## config.mk

```make
export PLATFORM = sky130hd
export DESIGN_NAME = window_parser
export DESIGN_NICKNAME = d
export VERILOG_FILES = /design/src/rtl/parser_pkg.sv /design/src/rtl/line_buf.sv /design/src/rtl/window_parser.sv
export SDC_FILE = /design/constraint.sdc
export NUM_CORES = 1
export LEC_CHECK = 0
export CORE_ASPECT_RATIO = 0.7
export CORE_MARGIN = 2
export CORE_UTILIZATION = 59
export DETAILED_ROUTE_END_ITERATION = 16
export DONT_BUFFER_PORTS = 1
export PLACE_DENSITY_LB_ADDON = 0.15
export SYNTH_ARGS = -nofsm -noshare
export SYNTH_HDL_FRONTEND = slang
export SYNTH_SLANG_ARGS = --single-unit
```

## constraint.sdc

```tcl
create_clock -name clk -period 3.8 [get_ports clk]
set_input_delay 0.38 -clock clk [delete_from_list [all_inputs] [get_ports clk]]
set_output_delay 0.38 -clock clk [all_outputs]
set_load 0.005 [all_outputs]
```

## src/rtl/parser_pkg.sv

```systemverilog
// Shared constants, FSM state type and window-count helper for window_parser.
// Honors WINDOW_PARSER_STRIDE1_EN (stride-1 window emission) in win_per_frame.
package parser_pkg;

    localparam int WIN_N     = 4;
    localparam int WIN_BYTES = WIN_N * WIN_N;

    typedef enum logic [1:0] {
        IDLE = 2'd0,
        FILL = 2'd1,
        RUN  = 2'd2,
        DONE = 2'd3
    } state_t;

    function automatic int win_per_frame(input int img_w, input int img_h);
`ifdef WINDOW_PARSER_STRIDE1_EN
        return (img_w - 3) * (img_h - 3);
`else
        return ((img_w - 4) / 2 + 1) * ((img_h - 4) / 2 + 1);
`endif
    endfunction

endpackage

```

## src/rtl/line_buf.sv

```systemverilog
// One buffered image row: single-port RAM with registered read-before-write.
// Read data holds while en is low, so pixel gaps do not disturb the column in flight.
module line_buf #(
    parameter int DEPTH = 16,
    parameter int DW    = 8,
    parameter int AW    = $clog2(DEPTH)
) (
    input  logic          clk,
    input  logic          en,
    input  logic          we,
    input  logic [AW-1:0] addr,
    input  logic [DW-1:0] wdata,
    output logic [DW-1:0] rdata
);

    logic [DW-1:0] mem [DEPTH];

    always_ff @(posedge clk) begin
        if (en) begin
            rdata <= mem[addr];
            if (we) begin
                mem[addr] <= wdata;
            end
        end
    end

endmodule

```

## src/rtl/window_parser.sv

```systemverilog
// Raster pixel stream -> 4x4 windows (stride 2, or stride 1 with WINDOW_PARSER_STRIDE1_EN).
// Three rotating line buffers plus a 3-column shift register build each window.
module window_parser
    import parser_pkg::*;
#(
    parameter int IMG_W = 16,
    parameter int IMG_H = 16,
    parameter int DW    = 8
) (
    input  logic                    clk,
    input  logic                    rstn,
    input  logic                    iVld,
    input  logic                    iSof,
    input  logic [DW-1:0]           iData,
    output logic                    oVld,
    output logic [WIN_BYTES*DW-1:0] oWin,
    output logic                    oFrameDone,
    output logic                    oErr
);

    localparam int CW = $clog2(IMG_W);
    localparam int RW = $clog2(IMG_H);

    state_t            state_reg, state_next;
    logic [CW-1:0]     col_reg, col_next, pos_col;
    logic [RW-1:0]     row_reg, row_next, pos_row;
    logic [1:0]        ptr_reg, ptr_next;
    logic              accept, stray, emit, phase_ok, last_col, last_pix;

    logic              vld_reg, done_reg, err_reg, take_reg;
    logic [1:0]        rot_reg;
    logic [DW-1:0]     data_reg;
    logic [WIN_BYTES*DW-1:0] hold_reg, win_cur;

    logic [DW-1:0]                      lb_rd [3];
    logic [WIN_N-1:0][DW-1:0]           new_col;
    logic [WIN_N-2:0][WIN_N-1:0][DW-1:0] sr_reg;
    logic [1:0]                         sel0, sel1, sel2;

    // Position of the pixel on this beat; a start-of-frame beat is always (0,0).
    assign pos_col  = iSof ? '0 : col_reg;
    assign pos_row  = iSof ? '0 : row_reg;
    assign accept   = iVld & (iSof | (state_reg == FILL) | (state_reg == RUN));
    assign stray    = iVld & ~accept;
    assign last_col = (pos_col == CW'(IMG_W - 1));
    assign last_pix = last_col & (pos_row == RW'(IMG_H - 1));

`ifdef WINDOW_PARSER_STRIDE1_EN
    assign phase_ok = 1'b1;
`else
    assign phase_ok = pos_row[0] & pos_col[0];
`endif

    assign emit = accept & (pos_row >= RW'(3)) & (pos_col >= CW'(3)) & phase_ok;

    always_comb begin
        state_next = state_reg;
        col_next   = col_reg;
        row_next   = row_reg;
        ptr_next   = ptr_reg;
        if (accept) begin
            col_next = last_col ? '0 : pos_col + 1'b1;
            if (last_col) begin
                row_next = last_pix ? '0 : pos_row + 1'b1;
                ptr_next = (ptr_reg == 2'd2) ? 2'd0 : ptr_reg + 2'd1;
            end else begin
                row_next = pos_row;
            end
        end
        unique case (state_reg)
            IDLE: begin
                if (accept) state_next = FILL;
            end
            FILL: begin
                if (accept) begin
                    if (iSof)                        state_next = FILL;
                    else if (pos_row == RW'(3))      state_next = RUN;
                end
            end
            RUN: begin
                if (accept) begin
                    if (iSof)          state_next = FILL;
                    else if (last_pix) state_next = DONE;
                end
            end
            DONE: begin
                state_next = accept ? FILL : IDLE;
            end
            default: state_next = IDLE;
        endcase
    end

    always_ff @(posedge clk or negedge rstn) begin
        if (!rstn) begin
            state_reg <= IDLE;
            col_reg   <= '0;
            row_reg   <= '0;
            ptr_reg   <= '0;
            vld_reg   <= 1'b0;
            done_reg  <= 1'b0;
            err_reg   <= 1'b0;
            take_reg  <= 1'b0;
            rot_reg   <= '0;
            data_reg  <= '0;
            hold_reg  <= '0;
        end else begin
            state_reg <= state_next;
            col_reg   <= col_next;
            row_reg   <= row_next;
            ptr_reg   <= ptr_next;
            vld_reg   <= emit;
            done_reg  <= (state_reg == DONE);
            err_reg   <= err_reg | stray;
            take_reg  <= accept;
            if (accept) begin
                rot_reg  <= ptr_reg;
                data_reg <= iData;
            end
            if (vld_reg) begin
                hold_reg <= win_cur;
            end
        end
    end

    // Buffer ptr holds row r-3: its read-before-write returns that row while row r overwrites it.
    generate
        for (genvar gi = 0; gi < 3; gi++) begin : g_lb
            line_buf #(
                .DEPTH (IMG_W),
                .DW    (DW)
            ) u_lb (
                .clk   (clk),
                .en    (accept),
                .we    (ptr_reg == 2'(gi)),
                .addr  (pos_col),
                .wdata (iData),
                .rdata (lb_rd[gi])
            );
        end
    endgenerate

    always_comb begin
        sel0 = 2'd0;
        sel1 = 2'd1;
        sel2 = 2'd2;
        case (rot_reg)
            2'd1: begin sel0 = 2'd1; sel1 = 2'd2; sel2 = 2'd0; end
            2'd2: begin sel0 = 2'd2; sel1 = 2'd0; sel2 = 2'd1; end
            default: begin sel0 = 2'd0; sel1 = 2'd1; sel2 = 2'd2; end
        endcase
    end

    assign new_col[0] = lb_rd[sel0];
    assign new_col[1] = lb_rd[sel1];
    assign new_col[2] = lb_rd[sel2];
    assign new_col[3] = data_reg;

    // The column read on a beat lands the cycle after; shift it in on the following edge.
    always_ff @(posedge clk) begin
        if (take_reg) begin
            sr_reg <= {new_col, sr_reg[WIN_N-2:1]};
        end
    end

    generate
        for (genvar gi = 0; gi < WIN_N; gi++) begin : g_row
            for (genvar gj = 0; gj < WIN_N; gj++) begin : g_col
                if (gj == WIN_N - 1) begin : g_new
                    assign win_cur[DW*(gi*WIN_N+gj) +: DW] = new_col[gi];
                end else begin : g_old
                    assign win_cur[DW*(gi*WIN_N+gj) +: DW] = sr_reg[gj][gi];
                end
            end
        end
    endgenerate

    assign oVld       = vld_reg;
    assign oWin       = vld_reg ? win_cur : hold_reg;
    assign oFrameDone = done_reg;
    assign oErr       = err_reg;

endmodule

```

==> results of run 1 <==
==> layout make-up <==
cell class	instances	area share, %
inverters	8	0.125
clock buffers	81	5.61
multi-input cells	815	21.4
well taps	552	2.47
clock inverters	25	0.842
flip-flops and latches	658	68.0
repair buffers	32	1.57
==> cells in the mapped netlist (3+ instances only) <==
cell type	count
o221ai_1	19
nand2_1	116
mux2_2	170
o21ai_0	20
inv_1	5
nor3_1	5
edfxtp_1	504
clkbuf_1	36
a32oi_1	17
nand3_1	8
buf_1	6
ha_1	7
dfrtp_1	154
mux2i_1	118
nor2_1	98
buf_4	13
a21oi_1	96
a31oi_1	3
nor2_2	3
mux2_1	10
nor2b_1	43
buf_2	32
o22ai_1	23
a211oi_1	29
inv_2	3
a221o_1	5
==> worst max-delay path, cell delays in order (launching register included) <==
cell	delay, ps
dfrtp_1	390
inv_1	80
ha_1	890
nor2b_1	160
a21oi_1	190
o22ai_1	200
mux2_2	430
==> metrics by stage <==
step                hold WS (ps)  utilization (%)  instances  cell area (um2)  power [uW]
finish                      -502             65.9       2171            27900       14700
global route                -529             65.9       2171            27900       15100
CTS                         -525             65.9       2171            27900       14800
detailed placement          96.0             61.1       2054            25900        9140
global placement            96.5             61.1       2054            25900        9130
floorplan                   84.4                -       1570            25400        8820
==> worst paths after layout <==
check	startpoint	depth (start not counted)	to
min in group clk	iVld	2	state_reg[0]
worst min-delay path	rstn	0	hold_reg[70]
worst max-delay path	rot_reg[1]	6	oWin[60]
worst min register to register	sr_reg[89]	0	sr_reg[57]
max in group asynchronous	rstn	0	hold_reg[121]
worst max register to register	state_reg[0]	6	g_lb[1].u_lb.mem[15][1]
==> power by group through the flow <==
stage,combinational [uW],sequential [uW],clock [uW]
2_1_floorplan,630,8190,0
3_3_place_gp,885,8240,0
3_5_place_dp,892,8250,0
4_1_cts,1000,8100,5650
5_1_grt,1080,8110,5930
6_report,1020,8100,5570
==> cells by family (layout without fill, tap and decap cells) <==
kind of cell | after synthesis | in the layout | share of synthesized area [%]
compound gates | 224 | 224 | 5.60
fa+ha+maj | 7 | 7 | 0.344
buf+inv | 97 | 146 | 1.84
flops | 658 | 658 | 74.7
mux | 298 | 298 | 12.6
simple gates | 286 | 286 | 4.93
==> routing by layer <==
metal  GRT usage, %  share of wire, %
met5              0                 0
met2           34.7                43
met1           39.5                45
met3           5.78               9.6
met4           6.46               2.6
==> flow_summary_export.csv, run 1 <==
group,metric,value,unit
drt,drt_iter0_markers,1699,
synth,ys_types,44,
worst_hold_path,hp-class,"in2async",
cts,path_clk_slew,70,ps
timing,setup_tns,0,ps
drt,drcViolationCount,0,
synth,synth_largest_area_cell,"edfxtp_1",
grt,grt_max_degree,155,
timing,fin_skew,14.9,ps
drt,drt_wl_total,55.7,mm
final_layout,fillers,2903,
critical_path,arrival,2950,ps
final_layout,drive_gt1_share,18.2,%
synth,ys_seq_area_share,74.7,%
power_and_ir_drop,ir_drop,0.430,mV
critical_path,critPathRequiredTime,3420,ps
power_and_ir_drop,power.density,525,nW/um2
timing,fin_ws,474,ps
cts,htreeDepth,2,
synth,dominantRegCellSynth,"edfxtp_1",
synth,syn_area,25400,um2
floorplanning,core.rowCount,63,
synth,syn_nets,1589,
synth,synth_area_leaders,"edfxtp_1, dfrtp_1, mux2_2",
floorplanning,start_util,60.0,%
power_and_ir_drop,power_leakage,0.0103,uW
floorplanning,fp.dieW,252,um
grt,grt_usage,24.9,%
power_and_ir_drop,p_switching,3290,uW
power_and_ir_drop,swShare,22.4,%
final_layout,layout_common_cells,"edfxtp_1, mux2_2, dfrtp_1, mux2i_1, nand2_1",
final_layout,nNetsFinal,1590,
final_layout,antenna_cells,0,
cts,root_buffer,"clkbuf_16",
timing,rsz0062_at_grt,"no",
timing,max_slew_margin,25.9,%
power_and_ir_drop,pwr-share-clk,37.9,%
floorplanning,die_h,178,um
placement,dp_hpwl,35.0,mm
cts,cts.hold.buffers_added,11,
floorplanning,ios,143,
outcome,status,"finished with violations",
timing,fmax,301,MHz
cts,cts_tree,"yes",
final_layout,multiInputGateArea,5980,um2
synth,yosysWarnings,0,
grt,overflow,0,
synth,async_flop_share,23.4,%
critical_path,r2r_slack,720,ps
timing,hold_viol_final,154,
critical_path,startpoint_type,"flop",
floorplanning,core_area,42400,um2
drt,via_count,13409,
drt,viasPerCell,6.18,
placement,numPortBuffers,0,
timing,fin_hold_ws,-502,ps
synth,synth_edf_count,504,
timing,setup_viol,0,
final_layout,final_common_cell,"edfxtp_1",
cts,clock_latency,590,ps
cts,cts.sinks,658,
synth,synth_top_area_share,59.5,%
power_and_ir_drop,p_comb_share,6.9,%
timing,min_period,3330,ps
cts,cts_buffer_depth,3,
final_layout,syn_to_final_growth,9.88,%
cts,cts-resized-gates,0,
grt,grt_pass1_vias,12814,
synth,syn_inst,1570,
cts,cts_buffers,56,
final_layout,regArea,19000,um2
floorplanning,die_area,44800,um2
final_layout,largest_reg_flops,384,
placement,pre_cts_slack,823,ps
job,max-cap-violations,0,
critical_path,cp_max_fo,35,
cts,cts_setup_buffers,0,
drt,routedWlPerCell,25.7,um
outcome,violations,"negative hold slack",
placement,gp_congestion,0.897,
grt,antenna_found_initial,0,
power_and_ir_drop,power.share.sequential,55.2,%
synth,synth-seq-cells,658,
grt,grt_pass1_wl,82.3,mm
timing,worstMarginPinSlew,1110,ps
drt,first_pass_iters,6,
critical_path,crit_path_end_kind,"primary output",
power_and_ir_drop,p_int,11400,uW
timing,slew_viol_final,0,
critical_path,criticalPathCategory,"reg2out",
drt,antenna_left,0,
synth,syn_area_per_cell,16.2,um2
timing,fin_crit_sh,87.5,%
Power figures use the tool's default switching activity.
==> run 2: changes to the inputs <==
--- a/config.mk
+++ b/config.mk
@@ -6,10 +6,10 @@
 export NUM_CORES = 1
 export LEC_CHECK = 0
 export CORE_ASPECT_RATIO = 0.7
-export CORE_MARGIN = 2
 export CORE_UTILIZATION = 59
 export DETAILED_ROUTE_END_ITERATION = 16
 export DONT_BUFFER_PORTS = 1
+export HOLD_SLACK_MARGIN = 0.15
 export PLACE_DENSITY_LB_ADDON = 0.15
 export SYNTH_ARGS = -nofsm -noshare
 export SYNTH_HDL_FRONTEND = slang
==> flow_summary_export.csv, run 2 (same netlist as run 1, synthesis figures left out) <==
group,metric,value,unit
timing,min_period,3250,ps
job,max-cap-violations,0,
power_and_ir_drop,power.density,523,nW/um2
floorplanning,die_h,176,um
cts,cts-resized-gates,0,
cts,clock_latency,600,ps
final_layout,final_common_cell,"edfxtp_1",
timing,rsz0062_at_grt,"no",
drt,drt_iter0_markers,1450,
cts,cts.sinks,658,
final_layout,fillers,2912,
cts,cts_tree,"yes",
floorplanning,core.rowCount,63,
placement,numPortBuffers,0,
cts,cts_buffers,57,
power_and_ir_drop,power_leakage,0.0104,uW
worst_hold_path,hp-class,"in2reg",
floorplanning,start_util,60.0,%
final_layout,nNetsFinal,1614,
timing,fin_skew,11.9,ps
power_and_ir_drop,p_switching,3360,uW
timing,setup_tns,0,ps
grt,grt_pass1_wl,84.2,mm
critical_path,critPathRequiredTime,3420,ps
timing,setup_viol,0,
critical_path,startpoint_type,"flop",
final_layout,antenna_cells,0,
grt,overflow,0,
final_layout,fin_util,66.4,%
drt,drt_wl_total,56.3,mm
drt,first_pass_iters,5,
timing,fin_crit_sh,85.6,%
timing,hold_viol_final,0,
power_and_ir_drop,power.share.sequential,55.1,%
grt,antenna_found_initial,1,
power_and_ir_drop,pwr-share-clk,37.8,%
critical_path,crit_path_end_kind,"primary output",
cts,path_clk_slew,70,ps
timing,max_slew_margin,31.7,%
critical_path,criticalPathCategory,"reg2out",
grt,grt_pass1_vias,13520,
final_layout,syn_to_final_growth,10.7,%
grt,grt_usage,25.9,%
floorplanning,fp.dieW,250,um
power_and_ir_drop,swShare,22.8,%
drt,drcViolationCount,0,
final_layout,fin_area,28200,um2
cts,htreeDepth,2,
drt,antenna_left,0,
floorplanning,core_area,42400,um2
final_layout,largest_reg_flops,384,
timing,fin_ws,548,ps
outcome,status,"complete, no violations",
placement,gp_congestion,0.885,
final_layout,layout_common_cells,"edfxtp_1, mux2_2, dfrtp_1, mux2i_1, nand2_1",
timing,worstMarginPinSlew,1030,ps
power_and_ir_drop,p_comb_share,7.1,%
drt,viasPerCell,6.20,
cts,cts_buffer_depth,3,
critical_path,arrival,2870,ps
power_and_ir_drop,ir_drop,0.433,mV
floorplanning,ios,143,
placement,dp_hpwl,34.7,mm
floorplanning,die_area,44000,um2
power_and_ir_drop,totalPowerFinal,14700,uW
cts,root_buffer,"clkbuf_16",
grt,grt_max_degree,155,
power_and_ir_drop,p_int,11400,uW
critical_path,cp_max_fo,26,
final_layout,drive_gt1_share,18.6,%
timing,slew_viol_final,0,
placement,pre_cts_slack,1050,ps
drt,routedWlPerCell,25.7,um
timing,fmax,307,MHz
placement,place_area,26000,um2
drt,via_count,13598,
## run 2: critical path, cell delays in order, from the launching register on
cell	delay (ps)
dfrtp_1	350
inv_1	60
ha_1	890
nor2b_1	290
nand2_1	140
o21ai_0	170
mux2_2	350
## run 2: final timing paths
path                                 start                      to  slack [ps]  depth (start not counted)
worst max-delay path            rot_reg[0]                oWin[92]         550                          6
worst max register to register  col_reg[1]  g_lb[0].u_lb.mem[4][6]         970                          6
max in group asynchronous             rstn                take_reg        2610                          2
worst min register to register  sr_reg[44]              sr_reg[12]         440                          0
min in group asynchronous             rstn            hold_reg[77]         360                          2
worst min-delay path                  iSof              col_reg[1]         210                          3
## run 2: layout make-up
class                      instances  area [um2]  share of cell area, %
clock buffer                      74        1520                   5.40
multi-input combinational        815        5980                   21.2
timing repair buffer              55         683                   2.43
tap                              552         691                   2.45
inverter                           8        35.0                  0.124
clock inverter                    31         243                  0.862
sequential                       658       19000                   67.5
## run 2: metal layers
| metal | vias up | GRT usage, % | routed length [um] | share of wire, % |
|---|---|---|---|---|
| met5 | - | 0 | 11 | 0.020 |
| met3 | 89 | 7.78 | 5900 | 10 |
| met4 | 2 | 6.72 | 1180 | 2.1 |
| li1 | 5981 | - | - | - |
| met1 | 6904 | 38.6 | 24600 | 44 |
| met2 | 622 | 37.2 | 24700 | 44 |
## run 2: stage by stage
stage	hold WS [ps]	instances
after floorplan	84.4	1570
after global placement	95.6	2067
after detailed placement	95.8	2067
after CTS	181	2193
after global routing	214	2193
final	206	2193
## run 2: power groups by stage
stage               sequential, uW  clock (uW)  combinational [uW]
finish                        8100        5560                1050
global route                  8110        5880                1130
CTS                           8100        5630                1040
detailed placement            8250           0                 877
global placement              8240           0                 875
floorplan                     8190           0                 630
## run 2: repair_timing
action	in CTS	in global routing
endpoints found under the setup margin	0	0
hold buffers	21	0
buffers inserted	0	0
endpoints found under the hold margin	555	0
